`config.mk`:
```
export PLATFORM = sky130hd
export DESIGN_NAME = pipe_stage_regs
export DESIGN_NICKNAME = d
export VERILOG_FILES = /design/src/rtl/pipe_stage_regs.sv
export SDC_FILE = /design/constraint.sdc
export NUM_CORES = 1
export LEC_CHECK = 0
export BUFFER_PORTS_ARGS = -buffer_cell sky130_fd_sc_hd__buf_2
export CAP_MARGIN = 10
export CORE_AREA = 2 2 197 199
export CTS_BUF_LIST = sky130_fd_sc_hd__clkbuf_4 sky130_fd_sc_hd__clkbuf_8
export CTS_CLUSTER_SIZE = 25
export DETAILED_ROUTE_END_ITERATION = 7
export DIE_AREA = 0 0 199 201
export GPL_TIMING_DRIVEN = 1
export SLEW_MARGIN = 40
export SYNTH_ARGS = -nofsm -noshare
export SYNTH_HDL_FRONTEND = slang
export SYNTH_SLANG_ARGS = --single-unit
```
`constraint.sdc`:
```
create_clock -name clk -period 1.4 [get_ports clk]
set_input_delay 0 -clock clk [delete_from_list [all_inputs] [get_ports clk]]
set_output_delay 0 -clock clk [all_outputs]
set_load 0.02 [all_outputs]
```
`src/rtl/pipe_stage_regs.sv`:
```
// pipe_stage_regs: PC, IF/ID and ID/EX registers for the 5-stage MIPS front end.
// Applies hazard-unit stall/flush requests and the ID-stage branch decision
// in fixed priority. All outputs are registered.
// Optional feature: define PIPE_PERF_CNT_EN to build the saturating
// stall/bubble performance counters; otherwise both counter ports read 0.
module pipe_stage_regs #(
  parameter logic [31:0] RESET_PC = 32'h0000_0000,
  parameter int          CTRL_W   = 8
) (
  input  logic              clk,
  input  logic              rst,
  input  logic [31:0]       pc_next,
  input  logic [31:0]       if_instr,
  input  logic [31:0]       if_pc_plus4,
  input  logic              StallF,
  input  logic              StallD,
  input  logic              FlushE,
  input  logic              id_branch_taken,
  input  logic [CTRL_W-1:0] id_ctrl,
  input  logic [31:0]       id_rd1,
  input  logic [31:0]       id_rd2,
  input  logic [31:0]       id_imm,
  input  logic [4:0]        id_rs_a,
  input  logic [4:0]        id_rt_a,
  input  logic [4:0]        id_rd_a,
  output logic [31:0]       pc,
  output logic [31:0]       id_instr,
  output logic [31:0]       id_pc_plus4,
  output logic              id_valid,
  output logic [CTRL_W-1:0] ex_ctrl,
  output logic [31:0]       ex_rd1,
  output logic [31:0]       ex_rd2,
  output logic [31:0]       ex_imm,
  output logic [4:0]        ex_rs_a,
  output logic [4:0]        ex_rt_a,
  output logic [4:0]        ex_rd_a,
  output logic              ex_valid,
  output logic [31:0]       perf_stall_cycles,
  output logic [31:0]       perf_bubbles
);

  // A taken branch only squashes IF/ID when IF/ID is not being held;
  // a decision made while stalled used stale operands.
  logic flush_d;
  assign flush_d = id_branch_taken && !StallD;

  // Fetch PC: reset, hold on StallF, otherwise follow the PC mux.
  always_ff @(posedge clk) begin
    if (rst) begin
      pc <= RESET_PC;
    end else if (!StallF) begin
      pc <= pc_next;
    end
  end

  // IF/ID: reset > stall hold > branch flush > load.
  always_ff @(posedge clk) begin
    if (rst || (!StallD && id_branch_taken)) begin
      id_instr    <= 32'h0;
      id_pc_plus4 <= 32'h0;
      id_valid    <= 1'b0;
    end else if (!StallD) begin
      id_instr    <= if_instr;
      id_pc_plus4 <= if_pc_plus4;
      id_valid    <= 1'b1;
    end
  end

  // ID/EX: never stalls; a bubble zeroes every field so ex_rd_a=0 cannot
  // match a forwarding compare.
  always_ff @(posedge clk) begin
    if (rst || FlushE) begin
      ex_ctrl  <= '0;
      ex_rd1   <= 32'h0;
      ex_rd2   <= 32'h0;
      ex_imm   <= 32'h0;
      ex_rs_a  <= 5'h0;
      ex_rt_a  <= 5'h0;
      ex_rd_a  <= 5'h0;
      ex_valid <= 1'b0;
    end else begin
      ex_ctrl  <= id_ctrl;
      ex_rd1   <= id_rd1;
      ex_rd2   <= id_rd2;
      ex_imm   <= id_imm;
      ex_rs_a  <= id_rs_a;
      ex_rt_a  <= id_rt_a;
      ex_rd_a  <= id_rd_a;
      ex_valid <= id_valid;
    end
  end

`ifdef PIPE_PERF_CNT_EN
  logic [31:0] stall_cnt;
  logic [31:0] bubble_cnt;

  // Saturating counters; a FlushE and a FlushD on the same edge count once.
  always_ff @(posedge clk) begin
    if (rst) begin
      stall_cnt  <= 32'h0;
      bubble_cnt <= 32'h0;
    end else begin
      if (StallF && (stall_cnt != 32'hFFFF_FFFF)) begin
        stall_cnt <= stall_cnt + 32'h1;
      end
      if ((FlushE || flush_d) && (bubble_cnt != 32'hFFFF_FFFF)) begin
        bubble_cnt <= bubble_cnt + 32'h1;
      end
    end
  end

  assign perf_stall_cycles = stall_cnt;
  assign perf_bubbles      = bubble_cnt;
`else
  logic unused_flush_d;
  assign unused_flush_d    = flush_d;
  assign perf_stall_cycles = 32'h0;
  assign perf_bubbles      = 32'h0;
`endif

endmodule

```
==> impl_metrics.yaml, run 1 <==
run_status:
  status: "stopped before the end"
  stop_stage: "clock tree synthesis (4_1_cts)"
  firstError: "[ERROR RSZ-0060] Max buffer count reached."
synthesis:
  postSynthAreaPerCell_um2: 10.9
  synth_top_area_share_pct: 55.8
  synth-seq-area-share_pct: 55.8
  ys_types: 17
  yosysWarnings: 0
  synth_top_cell_by_area: "dfxtp_1"
  netlist_instances: 712
  synthesis.area_mm2: 0.00779
  ys_seq_elements: 217
  synth_area_leaders: "dfxtp_1, o32ai_2, and2_1, buf_4, mux2i_1"
floorplan:
  die_h_um: 201
  start_util_pct: 20.4
  top_level_ports: 502
  fp.dieW_um: 199
  num_rows: 72
placed_design:
  hpwl_um: 17600
  numPortBuffers: 437
  gp_congestion: 0.767
clock_network:
  numCtsBuffers: 41
  cts.repair.resized: 0
  cts_max_path_buffers: 3
  cts_max_level: 2
  clkSinkCount: 217
  cts_setup_buffers: 0
  holdBufCountCts: 342
  cts-root-buf: "clkbuf_8"
[Yosys cell counts (all sizes together)]
cell type,instances
mux2i,32
a21oi,1
clkbuf,26
o32ai,64
buf,87
or2,2
and2,120
inv,64
nand2,65
conb,1
nor2,33
dfxtp,217
[stage by stage]
stage                     worst slack [ns]  instances  area [um2]  hold slack [ns]
after detailed placement             0.264       1632       10400            0.201
after global placement               0.321       1632       10400            0.199
after floorplan                      0.489        775        8020            0.122
[cells by family after synthesis]
| group | synth area share [%] |
|---|---|
| and+or+nand+nor | 14.5 |
| DFF | 55.8 |
| buffers and inverters | 12.5 |
| AOI/OAI and AO/OA | 13.0 |
| muxes | 4.11 |
| other | 0.0482 |
==> run 2, diff against run 1 <==
Settings changed: CORE_AREA 2 2 197 199 to 2 2 196 198, CTS_BUF_LIST sky130_fd_sc_hd__clkbuf_4 sky130_fd_sc_hd__clkbuf_8 to unset, CTS_CLUSTER_SIZE 25 to unset, DIE_AREA 0 0 199 201 to 0 0 198 200, PLACE_DENSITY_LB_ADDON set to 0.15.
==> impl_metrics.yaml, run 2 <==
placed_design:
  gp_congestion: 0.704
  hpwl_um: 18600
  numPortBuffers: 437
  dp_cells: 1625
  post-place-ws_ns: 0.340
synthesis:
  synth-seq-area-share_pct: 55.8
  yosys.area_share.adder_pct: 0
  synthFlopType: "dfxtp_1"
  synth_top_cell_by_area: "dfxtp_1"
  synthArstFlopShare_pct: 0
  ys_types: 17
  synth_top_area_share_pct: 55.8
  yosys.area_share.simple_pct: 14.5
  synthXorXnorAreaFrac_pct: 0
  synth_area_leaders: "dfxtp_1, o32ai_2, and2_1, buf_4, mux2i_1"
  netlist_instances: 712
  synth_top_family_by_area: "simple AND/OR/NAND/NOR gates"
  synthesis.area_mm2: 0.00779
  yosysMostFrequentCell: "dfxtp_1"
  synth_edf_count: 0
  yosysWarnings: 0
  synth_common_cells: "dfxtp_1, and2_1, nand2_1"
  synthMuxAreaShare_pct: 4.11
  ys_seq_elements: 217
  synth_compound_area_share_pct: 13.0
  postSynthAreaPerCell_um2: 10.9
setup_path:
  end_kind: "flop"
  path_class: "input port to flop"
  critPathMaxStageDelay_ns: 0.58
  cp_slowest_cell: "dlygate4sd3_1"
  crit_required_ns: 1.87
  cp_max_fo: 20
  crit_family: "buffers and inverters"
  cp_cell_sequence: "buf_4 > or2_2 > dlygate4sd3_1 > a21oi_1 > dlygate4sd3_1"
  crit_buf_inv: 3
  path_common_cell: "dlygate4sd3_1"
  setup.worst_path.start_class: "input port"
  arrival_ns: 1.83
worst_hold_path:
  hold_path_class: "input port to flop"
drt:
  wl_per_cell_um: 13.8
  routed_wl_um: 26900
  via_count: 7116
  drc_errors: 0
  drt_iter0_markers: 164
  first_pass_iters: 4
  drt-vias-per-instance: 3.66
  ant_nets: 0
power:
  clockPowerShare_pct: 42.8
  peakVddDrop_v: 0.000882
  sequentialPowerShare_pct: 41.8
  power_frac_comb_pct: 15.4
  p_int_uw: 11700
  p_switching_uw: 3980
  swShare_pct: 25.4
  powerDensity_mw_per_mm2: 1130
  leakage_uw: 0.00681
clock_network:
  cts_tree: "done"
  cts_max_level: 1
  cts_setup_buffers: 0
  clk_pin_slew_ns: 0.05
  cts_max_path_buffers: 3
  clk_latency_ns: 0.53
  cts-root-buf: "clkbuf_16"
  numCtsBuffers: 26
  clkSinkCount: 217
sta:
  skew_ns: 0.000113
  period_needed_ns: 1.36
  drv_slew: 0
  fin_crit_sh_pct: 97.0
  worstMarginPinSlew_ns: 0.647
  rsz0062_at_grt: "false"
  setup_tns_ns: 0
  hold_slack_ns: 0.0322
  finalHoldViolations: 0
  finalSetupViolations: 0
  max_clock_freq_mhz: 736
  setup_ws_ns: 0.0418
  slew_headroom_pct: 56.9
grt:
  grt_max_degree: 58
  overflow: 0
  antenna_found_initial: 1
  track_usage_pct: 12.4
  grt_pass1_vias: 7224
  grt_pass1_wl_um: 38800
floorplan:
  die_area_mm2: 0.0396
  fp.dieW_um: 198
  die_h_um: 200
  top_level_ports: 502
  num_rows: 71
  start_util_pct: 20.8
  core_mm2: 0.0374
layout:
  num-nets-final: 1633
  fin_util_pct: 37.2
  area_growth_syn_to_layout_pct: 78.6
  final_cell_mix: "buf_2, dlygate4sd3_1, dfxtp_1"
  layout-drive-gt1-share_pct: 38.8
  stdcell_count: 1943
  final_common_cell: "buf_2"
run:
  drv_cap: 0
run_status:
  status: "finished clean"
-- run 2: cell counts after synthesis --
No cell type changed its count.
-- run 2: metal layers --
layer	vias to the layer above	track usage (%)	part of all wire (%)
li1	3558	-	-
met1	3236	14.5	41
met2	284	21.1	47
met3	38	4.72	8.8
met4	0	4.01	3.0
met5	-	0	0
-- run 2: worst paths after layout --
path	startpoint	depth (start not counted)	endpoint	slack, ns
max reg2reg	id_pc_plus4[27]$_SDFFE_PP0N_	3	id_pc_plus4[27]$_SDFFE_PP0N_	0.22
min	StallF	4	pc[26]$_SDFFE_PP0N_	0.03
max	StallD	5	id_valid$_SDFFE_PP0N_	0.04
min reg2reg	id_valid$_SDFFE_PP0N_	1	ex_valid$_SDFF_PP0_	0.48
-- run 2: per-stage QoR --
stage / power, uW / area, um2
6_report: 15600 / 13900
3_3_place_gp: 8480 / 10300
4_1_cts: 15900 / 13900
5_1_grt: 16400 / 13900
2_1_floorplan: 7850 / 8020
3_5_place_dp: 8480 / 10300
-- run 2: worst reg2reg max path: cells and delay by family, from the launching register on --
kind / cells / cell delay, ns
compound gates: 1 / 0.13
simple gates: 1 / 0.07
buf+inv: 1 / 0.59
flops: 1 / 0.34
-- run 2: kinds of logic after synthesis --
kind of cell,Yosys count
multiplexers,32
other,1
buffers and inverters,177
AO/OA/AOI/OAI,65
AND/OR/NAND/NOR,220
flip-flops,217
-- run 2: area by class of cell --
class | count | area [um2]
diodes | 3 | 7.51
fillers | 3798 | 23500
well taps | 511 | 639
flip-flops and latches | 217 | 4340
clock inverters | 7 | 98.8
inverters | 64 | 240
repair buffers | 722 | 5110
clock buffers | 38 | 746
multi-input cells | 381 | 2720
-- run 2: timing repair --
item,CTS,global route
endpoints found under the setup margin,0,14
gates resized for setup,0,1
hold buffers,268,2
hold endpoints to repair,217,4
-- run 2: power groups by stage --
stage | logic, uW | registers [uW] | clock network, uW
floorplan | 845 | 7010 | 0
global placement | 1810 | 6670 | 0
detailed placement | 1810 | 6670 | 0
CTS | 2420 | 6540 | 6980
global route | 2600 | 6570 | 7210
finish | 2410 | 6540 | 6690
Power figures use the tool's default switching activity.
==> run 3, diff against run 2 <==
Settings changed: CORE_AREA 2 2 196 198 to 2 2 195 197, DIE_AREA 0 0 198 200 to 0 0 197 199.
==> impl_metrics.yaml, run 3 (synthesized netlist as in run 2, its figures left out) <==
run_status:
  status: "finished clean"
setup_path:
  crit_start: "pc[16]$_SDFFE_PP0N_"
  r2r_setup_slack_ns: 0.19
  setup.worst_path.start_class: "flop"
  r2r_start: "pc[16]$_SDFFE_PP0N_"
  path_class: "flop to flop"
  cp_cell_sequence: "mux2i_1 > dlygate4sd3_1 > nor2_1"
  critPathMaxStageDelay_ns: 0.57
  crit_required_ns: 1.80
  cp_max_fo: 2
  arrival_ns: 1.61
  end_kind: "flop"
  cp_slowest_cell: "dlygate4sd3_1"
placed_design:
  numPortBuffers: 437
  hpwl_um: 17900
  gp_congestion: 0.697
layout:
  num-nets-final: 1600
  final_common_cell: "buf_2"
  antenna_cells: 0
  area_growth_syn_to_layout_pct: 72.3
  fill_cells: 3791
  final_cell_mix: "buf_2, dlygate4sd3_1, dfxtp_1"
  layout-drive-gt1-share_pct: 39.3
floorplan:
  start_util_pct: 21.0
  die_area_mm2: 0.0392
  top_level_ports: 502
  core_mm2: 0.0371
  num_rows: 71
  fp.dieW_um: 197
  die_h_um: 199
grt:
  track_usage_pct: 12.1
  grt_pass1_wl_um: 37800
  grt_max_degree: 94
  overflow: 0
  antenna_found_initial: 0
  grt_pass1_vias: 7130
run:
  drv_cap: 0
sta:
  period_needed_ns: 1.21
  drv_slew: 0
  max_clock_freq_mhz: 828
  slew_headroom_pct: 46.4
  fin_crit_sh_pct: 86.3
  setup_tns_ns: 0
  worstMarginPinSlew_ns: 0.804
  finalHoldViolations: 0
  finalSetupViolations: 0
  skew_ns: 0.00745
  rsz0062_at_grt: "false"
clock_network:
  cts-root-buf: "clkbuf_16"
  clk_pin_slew_ns: 0.06
  cts_tree: "done"
  clkSinkCount: 217
  cts_max_level: 1
  cts_max_path_buffers: 3
  clk_latency_ns: 0.52
  numCtsBuffers: 25
drt:
  drc_errors: 0
  first_pass_iters: 4
  drt-vias-per-instance: 3.70
  drt_iter0_markers: 148
  via_count: 6910
  routed_wl_um: 25700
  ant_nets: 0
  wl_per_cell_um: 13.8
power:
  leakage_uw: 0.00660
  powerDensity_mw_per_mm2: 1120
  power.total_uw: 15000
  peakVddDrop_v: 0.000874
worst_hold_path:
  min_from: "StallF"
  hold_path_class: "input port to flop"
==> run 3: cell types whose count changed in the layout (fill, tap and decap cells not counted), sizes merged <==
cell | previous run | this run
dlygate4sd3 | 269 | 239
clkbuf | 39 | 36
diode | 3 | 0
clkinv | 4 | 2
buf | 452 | 451
bufinv | 2 | 1
clkinvlp | 1 | 0
inv | 64 | 65
==> run 3: repair_timing <==
| item | in CTS | in global routing |
|---|---|---|
| resized for setup | 0 | 0 |
| hold endpoints to repair | 216 | 0 |
| setup buffers | 0 | 0 |
| hold buffers | 239 | 0 |
==> run 3: layout make-up <==
type | count | area, um2 | area share (%)
multi-input combinational | 381 | 2720 | 20.3
clock buffer | 36 | 707 | 5.27
timing repair buffer | 690 | 4760 | 35.5
tap | 474 | 593 | 4.42
sequential | 217 | 4340 | 32.4
inverter | 64 | 240 | 1.79
clock inverter | 4 | 48.8 | 0.364
==> run 3: report_power, final <==
| part | leakage (uW) | switching [uW] | internal [uW] |
|---|---|---|---|
| combinational | 0.00445 | 1200 | 1110 |
| sequential | 0.00178 | 95.4 | 6440 |
| clock | 0.000372 | 2500 | 3640 |
| total | 0.00660 | 3790 | 11200 |
==> run 3: stage by stage <==
step	hold slack (ns)	instances	util, %	setup WS [ns]	cell area, um2
after floorplan	0.122	775	-	0.489	8020
after global placement	0.199	1587	27.7	0.338	10300
after detailed placement	0.201	1587	27.7	0.326	10300
after CTS	0.0000850	1866	36.1	0.211	13400
after global routing	0.0277	1866	36.1	0.150	13400
final	0.0262	1866	36.1	0.192	13400
==> run 3: path summary, 6_finish.rpt <==
check,depth (start not counted),endpoint
worst max register to register,3,pc[16]$_SDFFE_PP0N_
worst min-delay path,4,pc[23]$_SDFFE_PP0N_
worst min register to register,2,pc[28]$_SDFFE_PP0N_
worst max-delay path,3,pc[16]$_SDFFE_PP0N_
==> run 3: metal layers <==
metal / wire [um] / GRT usage, %
met1: 10500 / 14.4
met2: 12200 / 20.5
met3: 2540 / 4.76
met4: 469 / 3.06
met5: 0 / 0
==> run 3: worst max-delay path, delay by kind of cell (launching register included) <==
family | cells | cell delay, ns
simple gates | 1 | 0.04
flops | 1 | 0.32
buf+inv | 1 | 0.57
mux | 1 | 0.16
==> run 4, diff against run 3 <==
Settings changed: CELL_PAD_IN_SITES_DETAIL_PLACEMENT set to 1, CELL_PAD_IN_SITES_GLOBAL_PLACEMENT set to 1, CORE_AREA 2 2 195 197 to 2 2 192 194, CTS_CLUSTER_SIZE set to 30, DIE_AREA 0 0 197 199 to 0 0 194 196.
==> impl_metrics.yaml, run 4 (synthesized netlist as in run 2, its figures left out) <==
drt:
  routed-wl-met3_um: 2730
  wirelength_met1_um: 11800
  wl_met2_um: 14800
  drc_errors: 0
  routed_wl_um: 30000
  route.top_layer_used: "met5"
  ant_nets: 0
  wl_per_cell_um: 15.8
  drt-vias-per-instance: 3.86
  first_pass_iters: 4
  drt_iter0_markers: 151
  via_count: 7314
floorplan:
  top_level_ports: 502
  num_rows: 70
  core_mm2: 0.0361
  die_h_um: 196
  die_area_mm2: 0.0380
  fp.dieW_um: 194
  start_util_pct: 21.6
sta:
  worstMarginPinSlew_ns: 0.569
  period_needed_ns: 1.20
  setup_tns_ns: 0
  drv_slew: 0
  fin_crit_sh_pct: 86.0
  finalSetupViolations: 0
  skew_ns: 0.000534
  rsz0062_at_grt: "false"
  slew_headroom_pct: 62.1
  finalHoldViolations: 0
  max_clock_freq_mhz: 831
setup_path:
  setup.worst_path.start_class: "flop"
  path_class: "flop to flop"
  end_kind: "flop"
  arrival_ns: 1.62
  cp_max_fo: 2
  crit_required_ns: 1.81
  critPathMaxStageDelay_ns: 0.59
  cp_slowest_cell: "dlygate4sd3_1"
  cp_cell_sequence: "mux2i_1 > dlygate4sd3_1 > nor2_1"
run:
  drv_cap: 0
layout:
  area_growth_syn_to_layout_pct: 77.4
  antenna_cells: 0
  final_common_cell: "buf_2"
  num-nets-final: 1633
  design_area_mm2: 0.0138
  layout-drive-gt1-share_pct: 38.8
  final_cell_mix: "buf_2, dlygate4sd3_1, dfxtp_1"
run_status:
  status: "finished clean"
clock_network:
  cts_max_level: 1
  clk_pin_slew_ns: 0.06
  clk_latency_ns: 0.53
  clkSinkCount: 217
  numCtsBuffers: 27
  cts.repair.resized: 0
  cts-root-buf: "clkbuf_16"
  cts_tree: "done"
  cts_max_path_buffers: 3
placed_design:
  hpwl_um: 20900
  numPortBuffers: 437
  gp_congestion: 0.706
  placed_area_mm2: 0.0103
grt:
  antenna_found_initial: 2
  grt_pass1_wl_um: 45400
  grt_max_degree: 95
  overflow: 0
  grt_pass1_vias: 7932
  track_usage_pct: 15.2
power:
  leakage_uw: 0.00686
  peakVddDrop_v: 0.000981
  powerDensity_mw_per_mm2: 1150
worst_hold_path:
  hold_path_class: "input port to flop"
[run 4: cell count changes in the layout (fill, tap and decap cells not counted), sizes merged]
cell / previous run / this run
buf: 451 / 454
inv: 65 / 64
bufinv: 1 / 3
dlygate4sd3: 239 / 267
clkbuf: 36 / 39
[run 4: final timing paths]
check	from	slack, ns	end	depth (start not counted)
worst min-delay path	rst	0.02	pc[2]$_SDFFE_PP0N_	3
worst min register to register	id_pc_plus4[23]$_SDFFE_PP0N_	0.49	id_pc_plus4[23]$_SDFFE_PP0N_	2
worst max register to register	pc[17]$_SDFFE_PP0N_	0.20	pc[17]$_SDFFE_PP0N_	3
worst max-delay path	pc[17]$_SDFFE_PP0N_	0.20	pc[17]$_SDFFE_PP0N_	3
[run 4: timing repair]
action                                 CTS  global route
endpoints found under the hold margin  216             0
setup buffers                            0             0
hold buffers                           267             0
[run 4: report_power, final]
part / internal, uW / total [uW] / switching (uW)
logic: 1150 / 2400 / 1250
registers: 6450 / 6540 / 96.3
clock network: 4310 / 6960 / 2650
[run 4: routing by layer]
metal  track usage [%]  vias to the layer above
met5                 0                        -
met2              26.6                      291
li1                  -                     3547
met1              17.2                     3434
met3              5.86                       40
met4              4.12                        2
[run 4: metrics by stage]
step	std cells	setup WS (ns)	utilization (%)	hold slack, ns	power, uW
2_1_floorplan	775	0.489	-	0.122	7850
3_3_place_gp	1584	0.321	28.5	0.200	8470
3_5_place_dp	1584	0.291	28.5	0.203	8480
4_1_cts	1895	0.217	38.3	0.00104	16200
5_1_grt	1895	0.120	38.3	0.0167	16700
6_report	1895	0.196	38.3	0.0221	15900
[run 4: final cells by class]
type / instances / area, um2
clock buffers: 39 / 771
repair buffers: 721 / 5050
multi-input cells: 381 / 2720
clock inverters: 5 / 100
flip-flops and latches: 217 / 4340
inverters: 64 / 240
well taps: 468 / 586
fillers: 4183 / 22300
[run 4: worst max-delay path, delay by kind of cell (launching register included)]
kind,cells,cell delay (ns)
buffers and inverters,1,0.59
DFF,1,0.31
muxes,1,0.15
and+or+nand+nor,1,0.04
